$ cat src/rtl/expr_eval.sv
// Streaming single-digit expression evaluator: tracks syntax and computes the value with '*' precedence.
// Optional EXPR_EVAL_DIV_EN adds '/' as a signed, truncating mul-class operator.
module expr_eval #(
    parameter int WIDTH = 16
) (
    input  logic             clk,
    input  logic             clr,
    input  logic [7:0]       in,
    input  logic             in_valid,
    output logic [WIDTH-1:0] result,
    output logic             ok,
    output logic             err
);

    typedef enum logic [1:0] {START, NUM, OP, ERR} state_t;
    typedef enum logic [1:0] {P_ADD, P_SUB, P_MUL, P_DIV} pend_t;

    state_t           state, state_n;
    pend_t            pend, pend_n;
    logic [WIDTH-1:0] sum, sum_n;
    logic [WIDTH-1:0] term, term_n;

    logic             is_digit, is_add, is_sub, is_mul, is_div;
    logic [WIDTH-1:0] dval;

    assign is_digit = (in >= 8'h30) && (in <= 8'h39);
    assign is_add   = (in == 8'h2B);
    assign is_sub   = (in == 8'h2D);
    assign is_mul   = (in == 8'h2A);
`ifdef EXPR_EVAL_DIV_EN
    assign is_div   = (in == 8'h2F);
`else
    assign is_div   = 1'b0;
`endif
    // The low nibble of an ASCII digit is its value.
    assign dval = {{(WIDTH-4){1'b0}}, in[3:0]};

    always_comb begin
        // NOTE: every next-state signal gets a hold default first so no path infers a latch.
        state_n = state;
        pend_n  = pend;
        sum_n   = sum;
        term_n  = term;
        if (in_valid) begin
            case (state)
                START: begin
                    if (is_digit) begin
                        state_n = NUM;
                        term_n  = dval;
                    end else begin
                        state_n = ERR;
                    end
                end
                NUM: begin
                    if (is_add || is_sub) begin
                        state_n = OP;
                        sum_n   = sum + term;
                        pend_n  = is_sub ? P_SUB : P_ADD;
                    end else if (is_mul) begin
                        state_n = OP;
                        pend_n  = P_MUL;
                    end else if (is_div) begin
                        state_n = OP;
                        pend_n  = P_DIV;
                    end else begin
                        state_n = ERR;
                    end
                end
                OP: begin
                    if (is_digit) begin
                        state_n = NUM;
                        case (pend)
                            P_ADD: term_n = dval;
                            P_SUB: term_n = '0 - dval;
                            P_MUL: term_n = term * dval;
                            P_DIV: begin
`ifdef EXPR_EVAL_DIV_EN
                                if (in[3:0] == 4'd0) state_n = ERR;
                                else term_n = WIDTH'($signed(term) / $signed(dval));
`else
                                state_n = ERR;
`endif
                            end
                        endcase
                    end else begin
                        state_n = ERR;
                    end
                end
                ERR: state_n = ERR;
            endcase
        end
    end

    // Outputs are registered from the next-state values so they track the state registers exactly.
    always_ff @(posedge clk) begin
        // NOTE: sequential state uses non-blocking assignments so all registers update together.
        if (clr) begin
            state  <= START;
            pend   <= P_ADD;
            sum    <= '0;
            term   <= '0;
            ok     <= 1'b0;
            err    <= 1'b0;
            result <= '0;
        end else begin
            state  <= state_n;
            pend   <= pend_n;
            sum    <= sum_n;
            term   <= term_n;
            ok     <= (state_n == NUM);
            err    <= (state_n == ERR);
            result <= (state_n == NUM) ? (sum_n + term_n) : '0;
        end
    end

endmodule

$ cat config.mk
export PLATFORM = sky130hd
export DESIGN_NAME = expr_eval
export DESIGN_NICKNAME = d
export VERILOG_FILES = /design/src/rtl/expr_eval.sv
export SDC_FILE = /design/constraint.sdc
export NUM_CORES = 1
export LEC_CHECK = 0
export CAP_MARGIN = 30
export CORE_MARGIN = 2
export CORE_UTILIZATION = 39
export DETAILED_ROUTE_END_ITERATION = 12
export PLACE_DENSITY_LB_ADDON = 0.25
export SLEW_MARGIN = 0
export SYNTH_ARGS = -nofsm -noshare
export SYNTH_HDL_FRONTEND = slang
export SYNTH_SLANG_ARGS = --single-unit
$ cat constraint.sdc
create_clock -name clk -period 15.6 [get_ports clk]
set_input_delay 3.12 -clock clk [delete_from_list [all_inputs] [get_ports clk]]
set_output_delay 3.12 -clock clk [all_outputs]
set_load 0.05 [all_outputs]
; Word level (Yosys, flattened, before mapping)
; Index checks and enable logic that the tools add are counted.
[classes]
n_mul = 1
eq_ne = 11
reduce_logical = 7
addsub = 3
bitwise_logic = 1
mux = 18
order_cmp = 2
[ops]
columns = op, n
row1 = 2-to-1 mux 16 bit, 6
row2 = one-hot mux 16 bit (3 select lines), 1
row3 = adder 16 bit, 2
row4 = one-hot mux 16 bit (2 select lines), 1
row5 = "== test 8 x 6 -> 1 bit, second input constant", 3
row6 = multiplier 16 x 4 -> 16 bit, 1
row7 = 2-to-1 mux 2 bit, 6
row8 = "== test 2 bit, second input constant", 5
row9 = ">= comparator 8 x 6 -> 1 bit, second input constant", 1
row10 = "<= comparator 8 x 6 -> 1 bit, second input constant", 1
row11 = one-hot mux 2 bit (4 select lines), 1
row12 = "== test 2 x 1 -> 1 bit, second input constant", 3
row13 = "subtractor 1 x 4 -> 5 bit, first input constant", 1
row14 = zero test 2 bit, 2
row15 = 2-to-1 mux 1 bit, 3
row16 = AND reduction 3 bit, 1
row17 = nonzero test 2 bit, 1
row18 = OR reduction 2 bit, 1
row19 = logical AND 1 bit, 1
row20 = logical OR 1 bit, 1
row21 = NOT 1 bit, 1
[word_totals]
in_bits = 11
output_inout_bits = 18
wordCells = 50
ff_bits = 54

; Longest topological paths before layout
[logic_depth]
depth_word = 8
mapped_depth = 25
depth_no_buf = 23

; Worst setup path before layout
; No wires, ideal clock.
[synth_path]
kind = input port to flip-flop
startpoint = input port in[3]
endpoint = register result[15]
setup_time_ps = 72
slack_ps = 7838
path_stages = 23
t_arrival_ps = 7690
required_ps = 15528
path_buffers = 2
cell_sequence = clkbuf_1 > clkbuf_1 > nand2_1 > fa_1 > fa_1 > inv_1 > fa_1 > a21o_1 > a21oi_1 > xnor2_1 > nor2_1 > o21ai_1 > nor2_1 > a2bb2oi_1 > ha_1 > a21oi_1 > a21oi_1 > inv_1 > a211o_1 > a31oi_1 > a31oi_1 > nand2b_1 > mux2i_1
[synth_via]
word_cells_on_any_way = 27
cone_classes = 2 x add/sub / 1 x mul / 2 x order compare / 4 x eq/ne / 14 x mux / 1 x bitwise / 3 x reduce/logical
[synth_lines]
columns = item, line
row1 = from (decl), 8  ; input logic [7:0] in,
row2 = "multiplier 16 x 4 -> 16 bit, or another cell as far along", 75  ; P_MUL: term_n = term * dval;
row3 = one-hot mux 16 bit (3 select lines) or logical AND 1 bit (tied branches), "72, 26"
row4 = "2-to-1 mux 16 bit, on equally long branches", "70, 47"
row5 = one-hot mux 16 bit (2 select lines) (*), 45  ; case (state)
row6 = 2-to-1 mux 16 bit (*), 44  ; if (in_valid) begin
row7 = net term_n[6], 21  ; logic [WIDTH-1:0] term, term_n;
row8 = adder 16 bit (*), 112  ; result <= (state_n == NUM) ? (sum_n + term_n) : '0;
row9 = to (signal assigned), 112
row10 = to (decl), 10  ; output logic [WIDTH-1:0] result,
; The timed path passes the listed nets; every way through them passes the cells marked *.
; A chain may end at the register's enable or synchronous reset.

; Final worst setup path
; Ends and elaborated chain as after synthesis.

==> reports/results.tsv <==
metric	value	unit
initial antenna violation count	0	
Hold/Removal Path Class	register to register	
grt ovf	0	
htree depth	2	
worst reg2reg setup slack	10.45	ns
Layout Cells excl Fill	869	
antenna fix cells	0	
Crit Path Max Fanout	23	
Die Span Y	120.7	um
detailed-router iteration count before antenna repair	5	
Worst-Margin Slew	0.7461	ns
XOR/XNOR Fraction of Synth Area	0.05347	
Setup Skew	0.005868	ns
Die X	120.7	um
Synth area leader	dfxtp_1	
Num CTS Buffers	5	
Final Hold Viols	0	
Nets	780	
Synth top area share	0.2035	
synthesized-area fraction occupied by adder cells	0.2196	
unrepaired setup endpoints after global routing	no	
hpwl dp	10410	um
CTS tree	yes	
drt drc	0	
share of layout cells above drive strength 1	0.02020	
status	finished, final reports clean	
die area	14570	um^2
Net Switching	0.07097	mW
Worst setup SP type	input port	
post-layout util	0.4434	
largest family of logic cells by synthesized area	simple AND/OR/NAND/NOR gates	
detailed-route via count	4669	
async set or reset register ratio after synthesis	0	
RePlAce Congestion	0.8876	
I/O Buffers	28	
worst hold endpoint	sum[12]	
Power per Cell Area	49.12	nW/um^2
Reg-to-Reg End	result[15]	
Req. time, crit path	15.83	ns
CP Class	input port to register	
Clock Sinks	54	
Initial Util	0.3995	
number of global-route vias before repair	4759	
worst-case reg-to-reg path depth	23	
routed len/inst	14.95	um
Synth Flop Type	dfxtp_1	
Yosys cell types	61	
max_slew headroom	0.5010	
Cell Area, Synth	5311	um^2
CTS clk-pin slew, worst paths	0.07	ns
Design Area, Final	5896	um^2
fin crit period	8.501	ns
P&R area growth vs syn	11.00	%
ANT nets after route	0	
Pint	0.2186	mW
Synth Area in Simple Gates	0.2490	
post-CTS sizing	0	
placed cell area	5734	um^2
syn_nets	766	
Post-CTS Repair Setup Buffers	0	
Clk Latency, worst-skew pair	0.29	ns
Avg Vias per Cell	5.373	
# IOs	29	
combinational power share	0.104	
Power, Total	0.2896	mW
cell with the most instances after synthesis	nand2_1	
global-route wire length before repair	22570	um
placement row count	42	
clock share of power	0.408	
startpoint of the worst-slack reg-to-reg timing path	term[1]	
Final period util	0.5450	
Lkg Pwr	2.663	nW
Pins Over Slew Limit	0	
max-cap viol count	0	
setup TNS	0	ns
Synthesis Warnings	0	
mux cell area share after synthesis	0.01037	
clock buffer depth	2	
top cells by count, synth	70 x nand2_1, 57 x inv_1, 57 x nor2_1	
pin count of the biggest net entering global routing	40	
Synth Area in Compound Gates	0.2071	
final wirelength	12990	um
WP data arrival	8.73	ns
Hold Crit Start	sum[12]	
Total GRT Usage	0.1883	
synthesized area per cell	7.834	um^2
Max VDD drop	57.73	uV
CTS root buf	clkbuf_16	
final setup fails	0	
switch share	0.2451	
Starting DRT DRC Count	175	
worst hold stages	2	
Max Freq	117.6	MHz
hold buffer count at cts	0	
Worst Setup End Kind	register	
Cells after DPL	861	
post-synthesis sequential area ratio	0.2035	
Seq pwr share	0.488	
Synth Instances	678	
number of synthesized register bits	54	
Area contributors post-synth	dfxtp_1 20%, ha_1 12%, fa_1 10%	
Post-synth EDFFs	0	
Core ar.	13300	um^2
## stage by stage
stage | hold WS (ns) | setup WS (ns)
3_3_place_gp | 0.4775 | 6.961
4_1_cts | 0.4896 | 7.180
5_1_grt | 0.5301 | 6.641
2_1_floorplan | 0.4582 | 7.838
6_report | 0.4869 | 7.099
3_5_place_dp | 0.4802 | 6.880
## worst max-delay path by stage
stage / from / slack, ns / endpoint
after global placement: in[3] / 6.96 / result[15]
after floorplan: in[3] / 7.84 / result[15]
after CTS: in[3] / 7.18 / result[15]
after global routing: in[3] / 6.64 / result[12]
after detailed placement: in[3] / 6.88 / result[15]
final: in[3] / 7.10 / result[15]
## metal layers
metal | vias up | share of wire | global-route usage
li1 | 2369 | - | -
met1 | 2190 | 0.48 | 0.2563
met2 | 95 | 0.47 | 0.3185
met3 | 15 | 0.035 | 0.01698
met4 | 0 | 0.018 | 0.05305
met5 | - | 0 | 0
## worst max-delay path, cell delays in order
cell and delay (ns):
clkdlybuf4s50_1 0.95, nand2_1 0.18, fa_1 0.54, fa_1 0.54, inv_1 0.07, fa_1 0.46
a21o_1 0.17, a21oi_1 0.32, xnor2_1 0.16, nor2_1 0.05, o21ai_1 0.16, nor2_1 0.06
a2bb2oi_1 0.17, ha_1 0.41, a21oi_1 0.13, a21oi_1 0.18, inv_1 0.09, a211o_1 0.29
a31oi_1 0.23, a31oi_1 0.15, nand2b_1 0.16, mux2i_1 0.11
## power groups by stage
stage / logic, mW / registers, mW / clock network, mW
2_1_floorplan: 0.0192 / 0.145 / 0
3_3_place_gp: 0.0298 / 0.144 / 0
3_5_place_dp: 0.0302 / 0.144 / 0
4_1_cts: 0.0305 / 0.141 / 0.123
5_1_grt: 0.0340 / 0.141 / 0.129
6_report: 0.0302 / 0.141 / 0.118
## flip-flops by register name, indices dropped and copies added (netlist names)
name and cells:
ok 1, err 1, sum 16, state 2, result 16, pend 2, term 16
## cells by family (layout without fill, tap and decap cells)
logic type,after synthesis,in the layout
and+or+nand+nor,261,261
AOI/OAI and AO/OA,171,171
buffers and inverters,80,95
adders and majority gates,77,77
DFF,54,54
xor gates and xnor gates,30,30
muxes,5,5
## area by class of cell
cell class | count | area, um^2
clock buffer | 7 | 152.6
clock inverter | 1 | 8.758
fill | 1333 | 7400
inverter | 58 | 217.7
multi-input combinational | 544 | 3928
sequential | 54 | 1081
tap | 176 | 220.2
timing repair buffer | 29 | 287.8
## placed cells by master, fill, tap and decap left out, types with 15 or more instances in the layout
| cell type | instances |
|---|---|
| nand2_1 | 70 |
| ha_1 | 50 |
| xnor2_1 | 15 |
| nor3_1 | 20 |
| fa_1 | 27 |
| and2_1 | 53 |
| o21ai_1 | 27 |
| dfxtp_1 | 54 |
| a21oi_1 | 45 |
| inv_1 | 57 |
| clkdlybuf4s50_1 | 28 |
| nor2_1 | 57 |
| o21a_1 | 15 |
No activity file was read; power rests on OpenSTA's default activity.
